===== config.mk =====
export PLATFORM = sky130hd
export DESIGN_NAME = stack_mem_ctrl
export DESIGN_NICKNAME = d
export VERILOG_FILES = /design/src/rtl/stack_mem_pkg.sv /design/src/rtl/stack_mem_ctrl_sp_tracker.sv /design/src/rtl/stack_mem_ctrl.sv
export SDC_FILE = /design/constraint.sdc
export NUM_CORES = 1
export LEC_CHECK = 0
export ABC_CLOCK_PERIOD_IN_PS = 3200
export CAP_MARGIN = 40
export CORE_MARGIN = 2
export CORE_UTILIZATION = 42
export DETAILED_ROUTE_END_ITERATION = 10
export GPL_TIMING_DRIVEN = 0
export PLACE_DENSITY_LB_ADDON = 0.1
export SLEW_MARGIN = 20
export SYNTH_ARGS = -nofsm -noshare
export SYNTH_HDL_FRONTEND = slang
export SYNTH_SLANG_ARGS = --single-unit

===== constraint.sdc =====
create_clock -name clk -period 3.2 [get_ports clk]
set_clock_uncertainty 0.1 [all_clocks]
set_input_delay 0.96 -clock clk [delete_from_list [all_inputs] [get_ports clk]]
set_output_delay 0.96 -clock clk [all_outputs]
set_load 0.01 [all_outputs]

===== src/rtl/stack_mem_pkg.sv =====
// Shared types and default stack bounds for the stack/memory access sequencer.
package stack_mem_pkg;

  localparam logic [15:0] DEFAULT_SP_TOP   = 16'hFFFF;
  localparam logic [15:0] DEFAULT_SP_LIMIT = 16'hFF00;

  typedef enum logic [1:0] {
    OP_LOAD  = 2'd0,
    OP_STORE = 2'd1,
    OP_PUSH  = 2'd2,
    OP_POP   = 2'd3
  } op_e;

  typedef enum logic [1:0] {
    IDLE  = 2'd0,
    ISSUE = 2'd1,
    READ  = 2'd2,
    RESP  = 2'd3
  } state_e;

endpackage


===== src/rtl/stack_mem_ctrl_sp_tracker.sv =====
// Stack pointer register with increment/decrement enables and empty/full status.
module sp_tracker
  import stack_mem_pkg::*;
#(
  parameter logic [15:0] SP_TOP   = DEFAULT_SP_TOP,
  parameter logic [15:0] SP_LIMIT = DEFAULT_SP_LIMIT
) (
  input  logic        clk,
  input  logic        rst,
  input  logic        inc,
  input  logic        dec,
  output logic [15:0] sp,
  output logic        stack_empty,
  output logic        stack_full
);

  always_ff @(posedge clk or posedge rst) begin
    if (rst) begin
      sp <= SP_TOP;
    end else if (inc) begin
      sp <= sp + 16'd1;
    end else if (dec) begin
      sp <= sp - 16'd1;
    end
  end

  assign stack_empty = (sp == SP_TOP);
  assign stack_full  = (sp == SP_LIMIT - 16'd1);

endmodule


===== src/rtl/stack_mem_ctrl.sv =====
// Sequences one load/store/push/pop at a time onto the data memory and owns the stack pointer.
module stack_mem_ctrl
  import stack_mem_pkg::*;
#(
  parameter logic [15:0] SP_TOP   = DEFAULT_SP_TOP,
  parameter logic [15:0] SP_LIMIT = DEFAULT_SP_LIMIT
) (
  input  logic        clk,
  input  logic        rst,
  input  logic        req_valid,
  output logic        req_ready,
  input  logic [1:0]  req_op,
  input  logic [8:0]  req_addr,
  input  logic [15:0] req_data,
  output logic        rsp_valid,
  output logic [15:0] rsp_data,
  output logic        rsp_err,
  output logic        dm_load,
  output logic        dm_store,
  output logic        dm_push,
  output logic        dm_pop,
  output logic [8:0]  dm_address,
  output logic [15:0] dm_sp,
  output logic [15:0] dm_rez,
  input  logic [15:0] dm_data_out,
  output logic [15:0] sp,
  output logic        stack_empty,
  output logic        stack_full
);

  state_e state;
  op_e    op_q;
  op_e    req_op_e;
  logic   accept;
  logic   sp_inc;
  logic   sp_dec;

  assign req_op_e  = op_e'(req_op);
  assign req_ready = (state == IDLE);
  assign accept    = req_valid && req_ready;

  // POP pre-increments at acceptance; PUSH post-decrements as its write strobe retires.
  assign sp_inc = accept && (req_op_e == OP_POP) && !stack_empty;
  assign sp_dec = (state == ISSUE) && (op_q == OP_PUSH);

  // PUSH writes at the current sp and POP reads at the already-incremented sp,
  // so the memory-side stack pointer always equals sp.
  assign dm_sp = sp;

  sp_tracker #(
    .SP_TOP   (SP_TOP),
    .SP_LIMIT (SP_LIMIT)
  ) u_sp_tracker (
    .clk         (clk),
    .rst         (rst),
    .inc         (sp_inc),
    .dec         (sp_dec),
    .sp          (sp),
    .stack_empty (stack_empty),
    .stack_full  (stack_full)
  );

  // Strobes are loaded on acceptance so they are high for the ISSUE cycle only.
  always_ff @(posedge clk or posedge rst) begin
    if (rst) begin
      state      <= IDLE;
      op_q       <= OP_LOAD;
      dm_load    <= 1'b0;
      dm_store   <= 1'b0;
      dm_push    <= 1'b0;
      dm_pop     <= 1'b0;
      dm_address <= '0;
      dm_rez     <= '0;
      rsp_valid  <= 1'b0;
      rsp_err    <= 1'b0;
      rsp_data   <= '0;
    end else begin
      dm_load  <= 1'b0;
      dm_store <= 1'b0;
      dm_push  <= 1'b0;
      dm_pop   <= 1'b0;
      case (state)
        IDLE: begin
          if (accept) begin
            op_q <= req_op_e;
            case (req_op_e)
              OP_LOAD: begin
                dm_load    <= 1'b1;
                dm_address <= req_addr;
                state      <= ISSUE;
              end
              OP_STORE: begin
                dm_store   <= 1'b1;
                dm_address <= req_addr;
                dm_rez     <= req_data;
                state      <= ISSUE;
              end
              OP_PUSH: begin
                if (stack_full) begin
                  rsp_valid <= 1'b1;
                  rsp_err   <= 1'b1;
                  rsp_data  <= '0;
                  state     <= RESP;
                end else begin
                  dm_push <= 1'b1;
                  dm_rez  <= req_data;
                  state   <= ISSUE;
                end
              end
              OP_POP: begin
                if (stack_empty) begin
                  rsp_valid <= 1'b1;
                  rsp_err   <= 1'b1;
                  rsp_data  <= '0;
                  state     <= RESP;
                end else begin
                  dm_pop <= 1'b1;
                  state  <= ISSUE;
                end
              end
            endcase
          end
        end
        ISSUE: begin
          if (op_q == OP_LOAD || op_q == OP_POP) begin
            state <= READ;
          end else begin
            rsp_valid <= 1'b1;
            rsp_err   <= 1'b0;
            rsp_data  <= '0;
            state     <= RESP;
          end
        end
        READ: begin
          rsp_valid <= 1'b1;
          rsp_err   <= 1'b0;
          rsp_data  <= dm_data_out;
          state     <= RESP;
        end
        RESP: begin
          rsp_valid <= 1'b0;
          rsp_err   <= 1'b0;
          rsp_data  <= '0;
          state     <= IDLE;
        end
      endcase
    end
  end

endmodule


==> impl_metrics.json <==
{
  "dpl.cell_count": 579,
  "insertion_delay_ns": 0.34,
  "numPortBuffers": 127,
  "rsz0062_at_grt": "true",
  "async_flop_share": 1.00,
  "vias_per_cell": 5.17,
  "finalCritPeriodShare": 1.00,
  "htreeDepth": 3,
  "crit_chain": "clkbuf_4, and4_4, o31a_4, clkinvlp_4, buf_8, ha_4, nor3b_4, buf_6, o2111ai_4, a211o_1, o2111ai_2",
  "rr_startpoint": "u_sp_tracker.sp[14]",
  "arrival_ns": 3.36,
  "seqPwrFrac": 0.245,
  "p_switching_w": 0.00249,
  "route.detailed.drc": 0,
  "cts-buffers-inserted": 9,
  "fp.dieW_um": 98.5,
  "slew_headroom": 0.474,
  "routed_wl_mm": 10.3,
  "clock-sinks": 67,
  "root_buffer": "clkbuf_8",
  "rows": 34,
  "critPathRequiredTime_ns": 3.36,
  "fill_cells": 689,
  "timing_hold_violations_final": 0,
  "min_to": "dm_rez[4]",
  "r2r_setup_slack_ns": -0.002,
  "area_growth_pct": 59.8,
  "fin_nets": 584,
  "ios": 128,
  "cpLargestDelayFamily": "compound AO/OA/AOI/OAI gates",
  "cp.buffers_inverters": 4,
  "clkTransAtPathRegs_ns": 0.09,
  "slowest_delay_ns": 0.34,
  "grt_max_degree": 57,
  "die-area_um2": 9700,
  "slowest_stage": "a211o_1",
  "postCtsHoldBufs": 0,
  "synth_warnings": 0,
  "syn_nets": 410,
  "comb_power_share": 0.632,
  "p_per_area_nw_per_um2": 1090,
  "finalSetupViolCount": 1,
  "place_congestion": 0.848,
  "drive_gt1_frac": 0.326,
  "grt_pass1_vias": 3273,
  "max_freq_ghz": 0.312,
  "drt_iter0_markers": 69,
  "ys_types": 57,
  "num_vias": 3260,
  "cts_tree": "yes",
  "diodes": 0,
  "cp.depth": 11,
  "final_cells": 630,
  "status": "finished, violations left",
  "start_util": 0.432,
  "r2r_end": "u_sp_tracker.sp[12]",
  "fp.coreArea_um2": 8680,
  "ys_seq_elements": 67,
  "hold_path_class": "flip-flop to flip-flop",
  "hold_start": "dm_rez[4]",
  "critPathKind": "input port to flip-flop",
  "fin_ws_ns": -0.00156,
  "clockBufferDepth": 2,
  "cp-start-kind": "input port",
  "worst_slew_pin_slew_ns": 0.786,
  "violations": "setup timing",
  "grt-ovfl-total": 0,
  "place_area_um2": 5200,
  "final_antenna_net_count": 0,
  "netlist_instances": 343,
  "synth_area_um2": 3750,
  "layout_min_cycle_time_ns": 3.20,
  "ys.flop_type": "dfrtp_1",
  "whs_path_depth": 1,
  "track_usage": 0.206,
  "power.static_leakage_nw": 2.52,
  "ys_seq_area_frac": 0.453,
  "antenna_found_initial": 0,
  "grt_pass1_wl_mm": 16.2,
  "ir_drop_mv": 0.667,
  "drv_slew": 0,
  "drt_pass1_iterations": 5,
  "worstSetupEndpointType": "flip-flop",
  "netSwitchingFraction": 0.381,
  "clockPowerShare": 0.124,
  "syn_avg_cell_area_um2": 10.9,
  "final_cell_mix": "clkdlybuf4s50_1 (122), dfrtp_1 (51), buf_4 (43)",
  "fin_util": 0.690,
  "die_y_um": 98.5,
  "fin_area_um2": 5990,
  "hpwlAfterDp_mm": 6.83,
  "final_common_cell": "clkdlybuf4s50_1",
  "routedWlPerCell_um": 16.4,
  "maxCapViolCount": 0,
  "p_int_w": 0.00404,
  "r2r_cells": 12,
  "synth_edf_count": 0,
  "critPathMaxFanout": 7
}
-- repair_timing --
item / in CTS / in global routing
resized for setup: 36 / 39
pin swaps: 6 / 22
buffers inserted: 14 / 20
endpoints found under the setup margin: 15 / 8
gates cloned: 1 / 0
-- flip-flops by register name (all words and copies together) (netlist names) --
| register | count |
|---|---|
| state | 2 |
| dm_address | 9 |
| dm_pop | 1 |
| dm_store | 1 |
| u_sp_tracker.sp | 16 |
| op_q | 2 |
| rsp_err | 1 |
| dm_push | 1 |
| dm_rez | 16 |
| dm_load | 1 |
| rsp_data | 16 |
| rsp_valid | 1 |
-- power by group through the flow --
| stage | sequential (W) | clock, W | combinational, W |
|---|---|---|---|
| final | 0.00160 | 0.000807 | 0.00413 |
| after global routing | 0.00167 | 0.000860 | 0.00444 |
| after CTS | 0.00161 | 0.000829 | 0.00369 |
| after detailed placement | 0.00165 | 0 | 0.00329 |
| after global placement | 0.00163 | 0 | 0.00323 |
| after floorplan | 0.00178 | 0 | 0.00177 |
-- Yosys cell counts (2+ instances only) --
cell type	count	area, µm²
mux2_2	26	293
and4_1	3	26.3
a21oi_1	7	35.0
o2111ai_1	3	26.3
a31oi_1	2	12.5
dfrtp_1	51	1280
xnor2_1	4	35.0
nand2b_1	5	31.3
o211ai_1	2	15.0
nand4_1	2	12.5
buf_6	6	67.6
nor2_1	6	22.5
nor2b_1	3	18.8
a211o_1	2	17.5
buf_4	16	120
o21ai_1	2	10.0
nor3_1	11	55.1
inv_1	28	105
o21a_1	2	15.0
or2_2	2	12.5
and2_1	3	18.8
a211oi_1	6	45.0
mux2i_1	17	170
nand3_1	4	20.0
o21bai_1	2	15.0
dfstp_2	16	420
a21o_1	4	30.0
ha_1	20	250
nor4_1	2	12.5
o21ai_0	17	85.1
clkbuf_1	3	11.3
xor2_1	6	52.6
mux2_1	2	22.5
nand2_1	31	116
o31ai_1	5	37.5
-- routing by layer --
metal,up-vias,part of all wire,track usage
li1,1551,-,-
met1,1590,0.42,0.248
met2,102,0.51,0.361
met3,17,0.047,0.0426
met4,0,0.021,0.0832
met5,-,0,0
-- worst max-delay path by stage --
stage,from,end
2_1_floorplan,req_valid,u_sp_tracker.sp[12]
3_3_place_gp,req_op[1],u_sp_tracker.sp[12]
3_5_place_dp,req_op[1],u_sp_tracker.sp[12]
4_1_cts,req_op[0],u_sp_tracker.sp[15]
5_1_grt,u_sp_tracker.sp[14],u_sp_tracker.sp[11]
6_report,req_op[1],u_sp_tracker.sp[15]
-- cell type report --
class | instances | area (µm²) | area share
Sequential cell | 67 | 1700 | 0.283
Timing Repair inverter | 1 | 7.51 | 0.00125
Multi-Input combinational cell | 222 | 2040 | 0.340
Clock buffer | 9 | 124 | 0.0207
Tap cell | 108 | 135 | 0.0226
Clock inverter | 7 | 98.8 | 0.0165
Timing Repair Buffer | 162 | 1580 | 0.263
Inverter | 28 | 111 | 0.0186
Buffer | 26 | 203 | 0.0338
-- stage by stage --
| step | hold WS [ns] | total power [W] | setup TNS, ns | setup WS (ns) |
|---|---|---|---|---|
| after detailed placement | 0.391 | 0.00494 | -12.16 | -1.25 |
| after floorplan | 0.350 | 0.00354 | -0.171 | -0.0636 |
| final | 0.403 | 0.00653 | -0.00156 | -0.00156 |
| after global placement | 0.377 | 0.00486 | -54.57 | -1.19 |
| after global routing | 0.429 | 0.00696 | -0.415 | -0.111 |
| after CTS | 0.410 | 0.00613 | 0 | 0.000215 |
-- logic make-up (layout without fill, tap and decap cells) --
kind of cell / Yosys count / in the layout / synth area share
muxes: 45 / 45 / 0.130
buffers and inverters: 54 / 233 / 0.0821
AOI/OAI and AO/OA: 65 / 65 / 0.125
and+or+nand+nor: 81 / 81 / 0.115
xor gates and xnor gates: 10 / 10 / 0.0234
adders and majority gates: 21 / 21 / 0.0721
DFF: 67 / 67 / 0.453
No activity file was read; power rests on OpenSTA's default activity.
